===== src/rtl/mempipe_arb_if.sv =====
// Request/grant bundle between the loadq/storeq/fillq ports, the mempipe stall and the MM1 stage.
// The master side drives requests and the stall; the arbiter is the slave.
interface mempipe_arb_if #(
    parameter int PKT_W = 128
);
    logic             pipe_stall_mm0;
    logic             ld_req_mm0;
    logic [PKT_W-1:0] ld_req_pkt_mm0;
    logic             ld_gnt_mm0;
    logic             st_req_mm0;
    logic [PKT_W-1:0] st_req_pkt_mm0;
    logic             st_gnt_mm0;
    logic             fl_req_mm0;
    logic [PKT_W-1:0] fl_req_pkt_mm0;
    logic             fl_gnt_mm0;
    logic             req_valid_mm1;
    logic [PKT_W-1:0] req_pkt_mm1;
    logic [1:0]       req_src_mm1;

    modport master (
        output pipe_stall_mm0,
        output ld_req_mm0, ld_req_pkt_mm0,
        output st_req_mm0, st_req_pkt_mm0,
        output fl_req_mm0, fl_req_pkt_mm0,
        input  ld_gnt_mm0, st_gnt_mm0, fl_gnt_mm0,
        input  req_valid_mm1, req_pkt_mm1, req_src_mm1
    );

    modport slave (
        input  pipe_stall_mm0,
        input  ld_req_mm0, ld_req_pkt_mm0,
        input  st_req_mm0, st_req_pkt_mm0,
        input  fl_req_mm0, fl_req_pkt_mm0,
        output ld_gnt_mm0, st_gnt_mm0, fl_gnt_mm0,
        output req_valid_mm1, req_pkt_mm1, req_src_mm1
    );
endinterface


===== src/rtl/mempipe_arb.sv =====
// MM0 arbiter for the shared L1 mempipe: fill priority with burst limit, ld/st round-robin
// with starvation promotion, and a one-cycle MM1 packet register.
module mempipe_arb #(
    parameter int PKT_W          = 128,
    parameter int STARVE_MAX     = 8,
    parameter int FILL_BURST_MAX = 4
) (
    input logic          clk,
    input logic          reset,
    mempipe_arb_if.slave bus
);
    localparam int SW = $clog2(STARVE_MAX + 1);
    localparam int BW = $clog2(FILL_BURST_MAX + 1);
    localparam logic [SW-1:0] ST_MAX = SW'(STARVE_MAX);
    localparam logic [BW-1:0] FB_MAX = BW'(FILL_BURST_MAX);

    logic             gnt_ld, gnt_st, gnt_fl;
    logic             any_ldst;
    logic             fl_demote;
    logic             rr_q, rr_d;
    logic [SW-1:0]    ld_starve_q, ld_starve_d;
    logic [SW-1:0]    st_starve_q, st_starve_d;
    logic [BW-1:0]    fl_burst_q, fl_burst_d;
    logic             valid_q, valid_d;
    logic [1:0]       src_q, src_d;
    logic [PKT_W-1:0] pkt_q, pkt_d;

    // Stalled cycles hold the count only while the requester keeps asking.
    function automatic logic [SW-1:0] starve_next(input logic [SW-1:0] cnt,
                                                  input logic req, input logic gnt,
                                                  input logic stall);
        if (!req || gnt) return '0;
        if (stall) return cnt;
        return (cnt == ST_MAX) ? cnt : cnt + 1'b1;
    endfunction

    assign any_ldst  = bus.ld_req_mm0 | bus.st_req_mm0;
    assign fl_demote = (fl_burst_q == FB_MAX);

    always_comb begin
        gnt_ld = 1'b0;
        gnt_st = 1'b0;
        gnt_fl = 1'b0;
        if (!reset && !bus.pipe_stall_mm0) begin
            if (st_starve_q == ST_MAX && bus.st_req_mm0)      gnt_st = 1'b1;
            else if (ld_starve_q == ST_MAX && bus.ld_req_mm0) gnt_ld = 1'b1;
            else if (bus.fl_req_mm0 && !fl_demote)            gnt_fl = 1'b1;
            else if (any_ldst) begin
                // rr_q=0 prefers ld, rr_q=1 prefers st; fall back to whichever is asking
                if (rr_q ? !bus.st_req_mm0 : bus.ld_req_mm0) gnt_ld = 1'b1;
                else                                         gnt_st = 1'b1;
            end
            else if (bus.fl_req_mm0)                          gnt_fl = 1'b1;
        end
    end

    always_comb begin
        rr_d = rr_q;
        if (gnt_ld)      rr_d = 1'b1;
        else if (gnt_st) rr_d = 1'b0;

        ld_starve_d = starve_next(ld_starve_q, bus.ld_req_mm0, gnt_ld, bus.pipe_stall_mm0);
        st_starve_d = starve_next(st_starve_q, bus.st_req_mm0, gnt_st, bus.pipe_stall_mm0);

        fl_burst_d = fl_burst_q;
        if (gnt_ld || gnt_st || !any_ldst)      fl_burst_d = '0;
        else if (gnt_fl && fl_burst_q != FB_MAX) fl_burst_d = fl_burst_q + 1'b1;

        valid_d = gnt_ld | gnt_st | gnt_fl;
        src_d   = 2'd0;
        pkt_d   = pkt_q;
        if (gnt_ld) begin
            src_d = 2'd1;
            pkt_d = bus.ld_req_pkt_mm0;
        end else if (gnt_st) begin
            src_d = 2'd2;
            pkt_d = bus.st_req_pkt_mm0;
        end else if (gnt_fl) begin
            src_d = 2'd3;
            pkt_d = bus.fl_req_pkt_mm0;
        end
    end

    always_ff @(posedge clk) begin
        if (reset) begin
            rr_q        <= 1'b0;
            ld_starve_q <= '0;
            st_starve_q <= '0;
            fl_burst_q  <= '0;
            valid_q     <= 1'b0;
            src_q       <= 2'd0;
            pkt_q       <= '0;
        end else begin
            rr_q        <= rr_d;
            ld_starve_q <= ld_starve_d;
            st_starve_q <= st_starve_d;
            fl_burst_q  <= fl_burst_d;
            valid_q     <= valid_d;
            src_q       <= src_d;
            pkt_q       <= pkt_d;
        end
    end

    assign bus.ld_gnt_mm0    = gnt_ld;
    assign bus.st_gnt_mm0    = gnt_st;
    assign bus.fl_gnt_mm0    = gnt_fl;
    assign bus.req_valid_mm1 = valid_q;
    assign bus.req_src_mm1   = src_q;
    assign bus.req_pkt_mm1   = pkt_q;
endmodule


===== src/flat_wrapper.sv =====
// flat-port wrapper written by rule: the top's interface ports become plain ports
module mempipe_arb_flat 
#(
    parameter int PKT_W          = 128,
    parameter int STARVE_MAX     = 8,
    parameter int FILL_BURST_MAX = 4
)
  (clk, reset, bus_pipe_stall_mm0, bus_ld_req_mm0, bus_ld_req_pkt_mm0, bus_st_req_mm0, bus_st_req_pkt_mm0, bus_fl_req_mm0, bus_fl_req_pkt_mm0, bus_ld_gnt_mm0, bus_st_gnt_mm0, bus_fl_gnt_mm0, bus_req_valid_mm1, bus_req_pkt_mm1, bus_req_src_mm1);
  mempipe_arb_if #(.PKT_W(PKT_W)) bus_i ();
  input logic clk;
  input logic reset;
  input wire logic [$bits(bus_i.pipe_stall_mm0)-1:0] bus_pipe_stall_mm0;
  input wire logic [$bits(bus_i.ld_req_mm0)-1:0] bus_ld_req_mm0;
  input wire logic [$bits(bus_i.ld_req_pkt_mm0)-1:0] bus_ld_req_pkt_mm0;
  input wire logic [$bits(bus_i.st_req_mm0)-1:0] bus_st_req_mm0;
  input wire logic [$bits(bus_i.st_req_pkt_mm0)-1:0] bus_st_req_pkt_mm0;
  input wire logic [$bits(bus_i.fl_req_mm0)-1:0] bus_fl_req_mm0;
  input wire logic [$bits(bus_i.fl_req_pkt_mm0)-1:0] bus_fl_req_pkt_mm0;
  output wire logic [$bits(bus_i.ld_gnt_mm0)-1:0] bus_ld_gnt_mm0;
  output wire logic [$bits(bus_i.st_gnt_mm0)-1:0] bus_st_gnt_mm0;
  output wire logic [$bits(bus_i.fl_gnt_mm0)-1:0] bus_fl_gnt_mm0;
  output wire logic [$bits(bus_i.req_valid_mm1)-1:0] bus_req_valid_mm1;
  output wire logic [$bits(bus_i.req_pkt_mm1)-1:0] bus_req_pkt_mm1;
  output wire logic [$bits(bus_i.req_src_mm1)-1:0] bus_req_src_mm1;
  assign bus_i.pipe_stall_mm0 = bus_pipe_stall_mm0;
  assign bus_i.ld_req_mm0 = bus_ld_req_mm0;
  assign bus_i.ld_req_pkt_mm0 = bus_ld_req_pkt_mm0;
  assign bus_i.st_req_mm0 = bus_st_req_mm0;
  assign bus_i.st_req_pkt_mm0 = bus_st_req_pkt_mm0;
  assign bus_i.fl_req_mm0 = bus_fl_req_mm0;
  assign bus_i.fl_req_pkt_mm0 = bus_fl_req_pkt_mm0;
  assign bus_ld_gnt_mm0 = bus_i.ld_gnt_mm0;
  assign bus_st_gnt_mm0 = bus_i.st_gnt_mm0;
  assign bus_fl_gnt_mm0 = bus_i.fl_gnt_mm0;
  assign bus_req_valid_mm1 = bus_i.req_valid_mm1;
  assign bus_req_pkt_mm1 = bus_i.req_pkt_mm1;
  assign bus_req_src_mm1 = bus_i.req_src_mm1;
  mempipe_arb #(.PKT_W(PKT_W), .STARVE_MAX(STARVE_MAX), .FILL_BURST_MAX(FILL_BURST_MAX)) u_core (.clk(clk), .reset(reset), .bus(bus_i));
endmodule

===== config.mk =====
export PLATFORM = sky130hd
export DESIGN_NAME = mempipe_arb_flat
export DESIGN_NICKNAME = d
export VERILOG_FILES = /design/src/rtl/mempipe_arb_if.sv /design/src/rtl/mempipe_arb.sv /design/src/flat_wrapper.sv
export SDC_FILE = /design/constraint.sdc
export NUM_CORES = 1
export LEC_CHECK = 0
export BUFFER_PORTS_ARGS = -buffer_cell sky130_fd_sc_hd__clkbuf_2
export CORE_AREA = 4 4 202 204
export CTS_CLUSTER_DIAMETER = 30
export DETAILED_ROUTE_END_ITERATION = 8
export DIE_AREA = 0 0 206 208
export HOLD_SLACK_MARGIN = 0.02
export PLACE_DENSITY = 0.52
export SYNTH_ARGS = -nofsm -noshare
export SYNTH_HDL_FRONTEND = slang
export SYNTH_SLANG_ARGS = --single-unit

===== constraint.sdc =====
create_clock -name clk -period 3.6 [get_ports clk]
set_input_delay 0.54 -clock clk [delete_from_list [all_inputs] [get_ports clk]]
set_output_delay 0.54 -clock clk [all_outputs]
set_load 0.02 [all_outputs]

# Word-level counts from Yosys, hierarchy flattened
# Cells that the tools add are included.
# word_totals
output_inout_bits	134
wordCells	85
reg_bits	143
inputBits	390
# classes
addsub	3
bitwise_logic	3
n_eq_ne	8
muxes	42
reduce_logical	21
# ops
cell	count
two-way mux 128 bit	3
two-way mux 4 bit	10
two-way mux 1 bit	27
adder 4 x 1 -> 4 bit (second input constant)	2
equality test 4 bit (second input constant)	2
logical NOT 1 bit	6
inequality test 3 x 1 -> 1 bit (second input constant)	2
inequality test 3 x 2 -> 1 bit (second input constant)	2
logical AND 1 bit	5
logical OR 1 bit	4
two-way mux 2 bit	2
AND reduction 2 bit	2
OR reduction 2 bit	2
adder 3 x 1 -> 3 bit (second input constant)	1
equality test 3 bit (second input constant)	1
inequality test 3 bit (second input constant)	1
bitwise OR 1 bit	3
nonzero test 3 bit	1
nonzero test 2 bit	1

# Depth between registers and ports, before layout
# Gate-level depths: netlist of the first run.
# depth
ltp_word	13
ltp_mapped	10
ltp_nobuf	7

# Worst setup path before layout of the first run
# OpenSTA, ideal clock, no wires.
# synth_path
path_type	reg-to-output
from	register u_core.ld_starve_q[0]
to	output port bus_st_gnt_mm0
path_stages_with_launch	8
arrival_time_ns	1.752
slack_ns	1.308
path_buffers	1
path_cell_list	dfxtp_1 inv_1 ha_1 nand4b_1 and4b_4 a21oi_4 buf_6 nor3_1
# synth_via
elab_chain_cells	5
# synth_lines
item	line_no	rtl
from (decl)	mempipe_arb.sv:21	logic [SW-1:0] ld_starve_q, ld_starve_d;
from (signal assigned)	mempipe_arb.sv:95	ld_starve_q <= ld_starve_d;
equality test 4 bit	mempipe_arb.sv:46	else if (ld_starve_q == ST_MAX && bus.ld_req_mm0) gnt_ld = 1'b1;
logical AND 1 bit	mempipe_arb.sv:46	
two-way mux 1 bit	mempipe_arb.sv:46	
two-way mux 1 bit	mempipe_arb.sv:45	if (st_starve_q == ST_MAX && bus.st_req_mm0) gnt_st = 1'b1;
two-way mux 1 bit	mempipe_arb.sv:44	if (!reset && !bus.pipe_stall_mm0) begin
to (decl)	flat_wrapper.sv:20	output wire logic [$bits(bus_i.st_gnt_mm0)-1:0] bus_st_gnt_mm0;
# No other way between the ends.

# Worst setup path in the final report of the first run
# layout_path
from	register u_core.fl_burst_q[0]
to	output port bus_ld_gnt_mm0
# layout_via
elab_chain_cells	7
# layout_lines
item	line_no	rtl
from (decl)	mempipe_arb.sv:23	logic [BW-1:0] fl_burst_q, fl_burst_d;
from (signal assigned)	mempipe_arb.sv:97	fl_burst_q <= fl_burst_d;
equality test 3 bit	mempipe_arb.sv:38	assign fl_demote = (fl_burst_q == FB_MAX);
logical NOT 1 bit	mempipe_arb.sv:47	else if (bus.fl_req_mm0 && !fl_demote) gnt_fl = 1'b1;
logical AND 1 bit	mempipe_arb.sv:47	
two-way mux 1 bit	mempipe_arb.sv:47	
two-way mux 1 bit	mempipe_arb.sv:46	
two-way mux 1 bit	mempipe_arb.sv:45	
two-way mux 1 bit	mempipe_arb.sv:44	
to (decl)	flat_wrapper.sv:19	output wire logic [$bits(bus_i.ld_gnt_mm0)-1:0] bus_ld_gnt_mm0;
# No other way between the ends.

==> impl_metrics.csv, run 1 <==
group,metric,value,unit
logic_synthesis,ys_seq_area_frac,0.451,
run,maxCapViolCount,0,
setup_path,cp_common_cell,"inv_1",
setup_path,cp.required,3060,ps
die,die_area,0.0428,mm²
sta,setup_tns,0,ps
clock_network,clk_path_buf_depth,2,
detailed_routing,drc_errors,0,
layout,final_nets,1687,
die,die_h,208,µm
setup_path,path_max_fanout,46,
die,std_cell_rows,73,
min_path,hold_path.class,"in -> reg",
sta,skew,13.4,ps
sta,hold_violations,0,
setup_path,path_cells,"inv_1, ha_1, a21boi_1, o21ai_0, nand2_4, inv_1, clkbuf_2",
pwr,powerDensity,453,mW/mm²
sta,max_slew_margin,0.518,
sta,setup_violations,0,
die,fp.dieW,206,µm
setup_path,cp.buffers_inverters,3,
detailed_routing,firstDrtPassIters,5,
setup_path,r2r-end,"u_core.bus.req_pkt_mm1[73]$_SDFFE_PP0P_",
clock_network,cts.sink_count,143,
layout,regArea,0.00286,mm²
detailed_routing,drt-initial-drc-count,532,
setup_path,cp_top_family,"compound AO/OA/AOI/OAI gates",
detailed_routing,via_per_inst,4.29,
sta,slew_violations,0,
detailed_routing,wl_per_cell,16.4,µm
sta,grt_setup_unrepaired,"no",
sta,worst_slew_pin_slew,722,ps
min_path,hp-start,"bus_st_req_pkt_mm0[31]",
logic_synthesis,async_flop_share,0,
setup_path,worstPathArrival,2320,ps
grt,track_usage,0.129,
pwr,vdd_drop_max,0.309,mV
setup_path,cp-startpoint,"u_core.fl_burst_q[0]$_SDFFE_PP0P_",
logic_synthesis,synth_cell_type_count,36,
setup_path,max_stage_delay,450,ps
setup_path,r2r_setup_slack,1150,ps
detailed_routing,routed_wl,29.9,mm
die,start_util,0.162,
clock_network,cts_buffers,17,
run_status,status,"complete, no violations",
grt,grt_pass1_vias,7763,
layout,drive_above_1_share,0.439,
logic_synthesis,synth-edff-count,0,
setup_path,cp_slowest_cell,"nand2_4",
clock_network,tritoncts,"yes",
placed_design,port_buffers,523,
logic_synthesis,yosys_warnings,0,
clock_network,clockRootBuffer,"clkbuf_16",
layout,final_common_cell,"clkbuf_2",
min_path,min_to,"u_core.bus.req_pkt_mm1[31]$_SDFFE_PP0P_",
layout,antenna_cells,0,
logic_synthesis,syn_area,0.00635,mm²
logic_synthesis,syn-mean-instance-area,7.86,µm²
logic_synthesis,synth-seq-cells,143,
layout,multi_input_area,0.00307,mm²
grt,grt_pass1_wl,43.4,mm
sta,fmax,350,MHz
grt,antenna_found_initial,0,
clock_network,cts_resized,0,
layout,nFillCells,4381,
die,pin_count,524,
clock_network,cts_setup_buffers,0,
setup_path,r2r_cells,8,
pwr,power.leakage,4.58,nW
logic_synthesis,synth_flop_cell,"dfxtp_1",
layout,area_growth,58.4,%
detailed_routing,postRouteAntennaNets,0,
detailed_routing,vias,7844,
clock_network,htree_levels,4,
sta,finalCritPeriodShare,0.794,
setup_path,path_class,"reg -> out",
placed_design,place_congestion,0.909,
grt,grt_max_degree,130,
setup_path,cp-end-kind,"output port",
logic_synthesis,syn_inst,808,
setup_path,rr_startpoint,"u_core.fl_burst_q[0]$_SDFFE_PP0P_",
logic_synthesis,syn_nets,1204,
clock_network,hold_buffers,0,
clock_network,path_clk_slew,70,ps
grt,overflow,0,
layout,final_cell_mix,"clkbuf_2 (523), dfxtp_1 (143), nand2_1 (134)",
die,core,0.0393,mm²
sta,min_period,2860,ps
setup_path,startpoint_type,"register",
placed_design,post-dp-hpwl,22.7,mm
min_path,hold_depth,3,
pwr,power,4.56,mW
clock_network,clock_latency,430,ps
where the power goes:
group          total, mW  internal [mW]  switching (mW)
clock               1.92           1.19           0.724
sequential          1.77           1.71          0.0649
combinational      0.869          0.356           0.513
per-layer routing:
metal,up-vias,global-route usage,part of all wire
met5,-,0,0
met1,3580,0.160,0.42
met3,19,0.0380,0.081
met2,345,0.221,0.49
li1,3900,-,-
met4,0,0.0303,0.011
Yosys cell counts, types with 2 or more instances:
master,count,area (µm²)
xor2_1,3,26.3
buf_6,10,113
a31oi_1,2,12.5
a21oi_1,3,15.0
nand2_1,134,503
nand4b_1,2,17.5
o21ai_1,128,641
nand2b_1,2,12.5
inv_1,8,30.0
buf_4,6,45.0
xnor2_1,4,35.0
o22ai_1,128,801
ha_1,6,75.1
buf_2,26,130
mux2i_1,2,20.0
o211ai_1,2,15.0
o21ai_0,132,661
nor2_1,17,63.8
clkbuf_1,30,113
nor3_1,4,20.0
dfxtp_1,143,2860
nand3_1,2,10.0
kinds of logic (layout without fill, tap and decap cells):
group / count (synthesis) / count (layout) / share of synthesized area
mux: 2 / 2 / 0.00315
simple gates: 169 / 169 / 0.109
compound gates: 400 / 400 / 0.348
flops: 143 / 143 / 0.451
fa+ha+maj: 6 / 6 / 0.0118
buf+inv: 81 / 575 / 0.0685
xor+xnor: 7 / 7 / 0.00965
tightest hold or removal path, stage by stage:
cell and delay, ps:
clkbuf_2 70, o21ai_1 60, o21ai_1 100
final cells by class:
type | instances | share of cell area
multi-input combinational | 584 | 0.305
sequential | 143 | 0.284
clock inverter | 9 | 0.0158
timing repair buffer | 537 | 0.280
inverter | 8 | 0.00298
tap | 525 | 0.0653
clock buffer | 21 | 0.0458
stage by stage:
stage	hold WS (ps)	area [µm²]	cells	worst slack (ps)	util
2_1_floorplan	461	6350	808	1310	-
3_3_place_gp	434	9440	1797	1150	0.240
3_5_place_dp	439	9440	1797	1110	0.240
4_1_cts	336	10100	1827	669	0.256
5_1_grt	345	10100	1827	521	0.256
6_report	374	10100	1827	743	0.256
flip-flops by register name, summed over array words and instances (netlist names):
signal and cells:
u_core.bus.req_valid_mm1 1, u_core.fl_burst_q 3, u_core.st_starve_q 4, u_core.rr_q 1, u_core.bus.req_pkt_mm1 128, u_core.bus.req_src_mm1 2, u_core.ld_starve_q 4
how the worst max path moves through the flow:
stage / endpoint / slack, ps / cells after the start
2_1_floorplan: bus_st_gnt_mm0 / 1310 / 7
3_3_place_gp: bus_ld_gnt_mm0 / 1150 / 6
3_5_place_dp: bus_ld_gnt_mm0 / 1110 / 6
4_1_cts: bus_ld_gnt_mm0 / 670 / 7
5_1_grt: bus_ld_gnt_mm0 / 520 / 7
6_report: bus_ld_gnt_mm0 / 740 / 7
Power figures use the tool's default switching activity.
==> inputs of run 2 (changes only) <==
- CORE_AREA: 4 4 202 204 -> 4 4 204 206
- DIE_AREA: 0 0 206 208 -> 0 0 208 210
- clock period: 3.6 -> 2.9 ns (I/O delays scaled with it)
==> run 2 against run 1 <==
  * Clock skew is 0.80 ps lower
  * Routed wire length is 2.6% higher
  * Critical path depth stayed put
  * Worst setup slack worse by 450 ps
  * Via count hardly changed
  * Register-to-register slack worse by 590 ps
  * Hold slack worse by 110 ps
  * Flip-flop and latch count stayed put
  * Global-route usage is 0.29 points higher
  * Largest cell class unchanged
==> impl_metrics.csv, run 2 (same netlist as run 1, synthesis figures left out) <==
group,metric,value,unit
clock_network,cts_setup_buffers,0,
setup_path,cp_slowest_cell,"dfxtp_1",
setup_path,r2r_cells,8,
clock_network,cts.sink_count,143,
placed_design,place_worst_setup_slack,558,ps
die,core,0.0396,mm²
clock_network,clock_latency,430,ps
placed_design,port_buffers,523,
setup_path,path_max_fanout,7,
clock_network,tritoncts,"yes",
clock_network,clockRootBuffer,"clkbuf_16",
clock_network,htree_levels,4,
pwr,switching_power,1.65,mW
run,maxCapViolCount,0,
setup_path,cp.required,2470,ps
setup_path,cp-startpoint,"u_core.ld_starve_q[0]$_SDFFE_PP0P_",
setup_path,startpoint_type,"register",
sta,slew_violations,0,
pwr,power,5.52,mW
die,std_cell_rows,73,
sta,worst_slew_pin_slew,858,ps
placed_design,dp.cells,1796,
pwr,powerDensity,550,mW/mm²
sta,finalCritPeriodShare,0.898,
detailed_routing,via_per_inst,4.29,
pwr,combPwrFrac,0.196,
layout,largest_reg_flops,128,
layout,antenna_cells,0,
clock_network,cts_buffers,17,
setup_path,path_class,"reg -> out",
pwr,switching_share,0.298,
setup_path,cp-end-kind,"output port",
clock_network,hold_buffers,0,
sta,fmax,384,MHz
sta,max_slew_margin,0.425,
setup_path,r2r-end,"u_core.bus.req_pkt_mm1[99]$_SDFFE_PP0P_",
pwr,seq_power_share,0.398,
layout,finalNonFillerCells,1828,
layout,regArea,0.00286,mm²
placed_design,place_congestion,0.975,
grt,grt_pass1_vias,7794,
detailed_routing,postRouteAntennaNets,0,
die,die_area,0.0437,mm²
detailed_routing,firstDrtPassIters,5,
detailed_routing,drt-initial-drc-count,431,
setup_path,rr_startpoint,"u_core.fl_burst_q[0]$_SDFFE_PP0P_",
die,fp.dieW,208,µm
clock_network,path_clk_slew,60,ps
layout,multi_input_area,0.00307,mm²
setup_path,r2r_setup_slack,560,ps
clock_network,cts_resized,0,
sta,min_period,2600,ps
pwr,p_clk_frac,0.406,
setup_path,path_cells,"inv_1, ha_1, nand4b_1, and4b_4, a21oi_4, nor3_1, clkbuf_2",
layout,nFillCells,4395,
pwr,intPower,3.87,mW
grt,antenna_found_initial,2,
layout,drive_above_1_share,0.441,
detailed_routing,vias,7840,
clock_network,clk_path_buf_depth,2,
setup_path,max_stage_delay,380,ps
detailed_routing,routed_wl,30.7,mm
grt,overflow,0,
sta,setup_violations,0,
die,start_util,0.160,
grt,track_usage,0.132,
setup_path,worstPathArrival,2170,ps
sta,grt_setup_unrepaired,"no",
layout,final_nets,1686,
sta,worst_slack,295,ps
pwr,power.leakage,4.56,nW
run_status,status,"complete, no violations",
pwr,vdd_drop_max,0.354,mV
detailed_routing,wl_per_cell,16.8,µm
die,die_h,210,µm
layout,area_growth,58.0,%
die,pin_count,524,
grt,grt_pass1_wl,45.1,mm
sta,hold_violations,0,
layout,final_cell_mix,"clkbuf_2 (523), dfxtp_1 (143), nand2_1 (134)",
detailed_routing,drc_errors,0,
grt,grt_max_degree,131,
sta,setup_tns,0,ps
layout,final_common_cell,"clkbuf_2",
min_path,hold_path.class,"in -> reg",
sta,skew,12.6,ps
placed_design,post-dp-hpwl,24.1,mm
setup_path,endpoint,"bus_st_gnt_mm0",
[run 2: cell types whose count changed in the layout (fill, tap and decap cells not counted), sizes merged]
cell	previous run	this run
buf	14	13
bufinv	4	2
clkinvlp	1	5
clkbuf	544	543
inv	9	10
[run 2: layout make-up]
class	count	share of cell area
clock buffers	20	0.0455
clock inverters	12	0.0133
inverters	8	0.00299
multi-input cells	584	0.306
flip-flops and latches	143	0.285
well taps	525	0.0654
repair buffers	536	0.282
[run 2: power groups by stage]
stage | Clock [mW] | Sequential, mW | Combinational, mW
after floorplan | 0 | 2.41 | 0.348
after global placement | 0 | 2.23 | 1.09
after detailed placement | 0 | 2.24 | 1.09
after CTS | 2.36 | 2.20 | 1.10
after global routing | 2.43 | 2.22 | 1.19
final | 2.24 | 2.20 | 1.08
[run 2: worst min path at each step]
| stage | from | end | slack, ps | cells after the start |
|---|---|---|---|---|
| after floorplan | u_core.rr_q$_SDFFE_PP0P_ | u_core.rr_q$_SDFFE_PP0P_ | 460 | 2 |
| after global placement | u_core.bus.req_pkt_mm1[124]$_SDFFE_PP0P_ | u_core.bus.req_pkt_mm1[124]$_SDFFE_PP0P_ | 430 | 2 |
| after detailed placement | u_core.bus.req_pkt_mm1[74]$_SDFFE_PP0P_ | u_core.bus.req_pkt_mm1[74]$_SDFFE_PP0P_ | 440 | 2 |
| after global routing | bus_st_req_pkt_mm0[10] | u_core.bus.req_pkt_mm1[10]$_SDFFE_PP0P_ | 240 | 3 |
| after CTS | bus_st_req_pkt_mm0[80] | u_core.bus.req_pkt_mm1[80]$_SDFFE_PP0P_ | 220 | 3 |
| final | bus_st_req_pkt_mm0[80] | u_core.bus.req_pkt_mm1[80]$_SDFFE_PP0P_ | 270 | 3 |
[run 2: critical path: cells and delay by family, from the launching register on]
family                   cells  cell delay (ps)
AND/OR/NAND/NOR              3              800
flip-flops                   1              380
buffers and inverters        2              310
adder cells (fa/ha/maj)      1              210
AO/OA/AOI/OAI                1               40
[run 2: metrics by stage]
| step | hold slack (ps) | util | area [µm²] |
|---|---|---|---|
| floorplan | 461 | - | 6350 |
| global placement | 434 | 0.238 | 9450 |
| detailed placement | 438 | 0.238 | 9450 |
| CTS | 221 | 0.253 | 10000 |
| global route | 244 | 0.253 | 10000 |
| finish | 267 | 0.253 | 10000 |
[run 2: layer usage]
metal,wire (µm),global-route usage
met5,0,0
met2,14800,0.225
met1,12500,0.159
met3,2610,0.0429
met4,696,0.0444
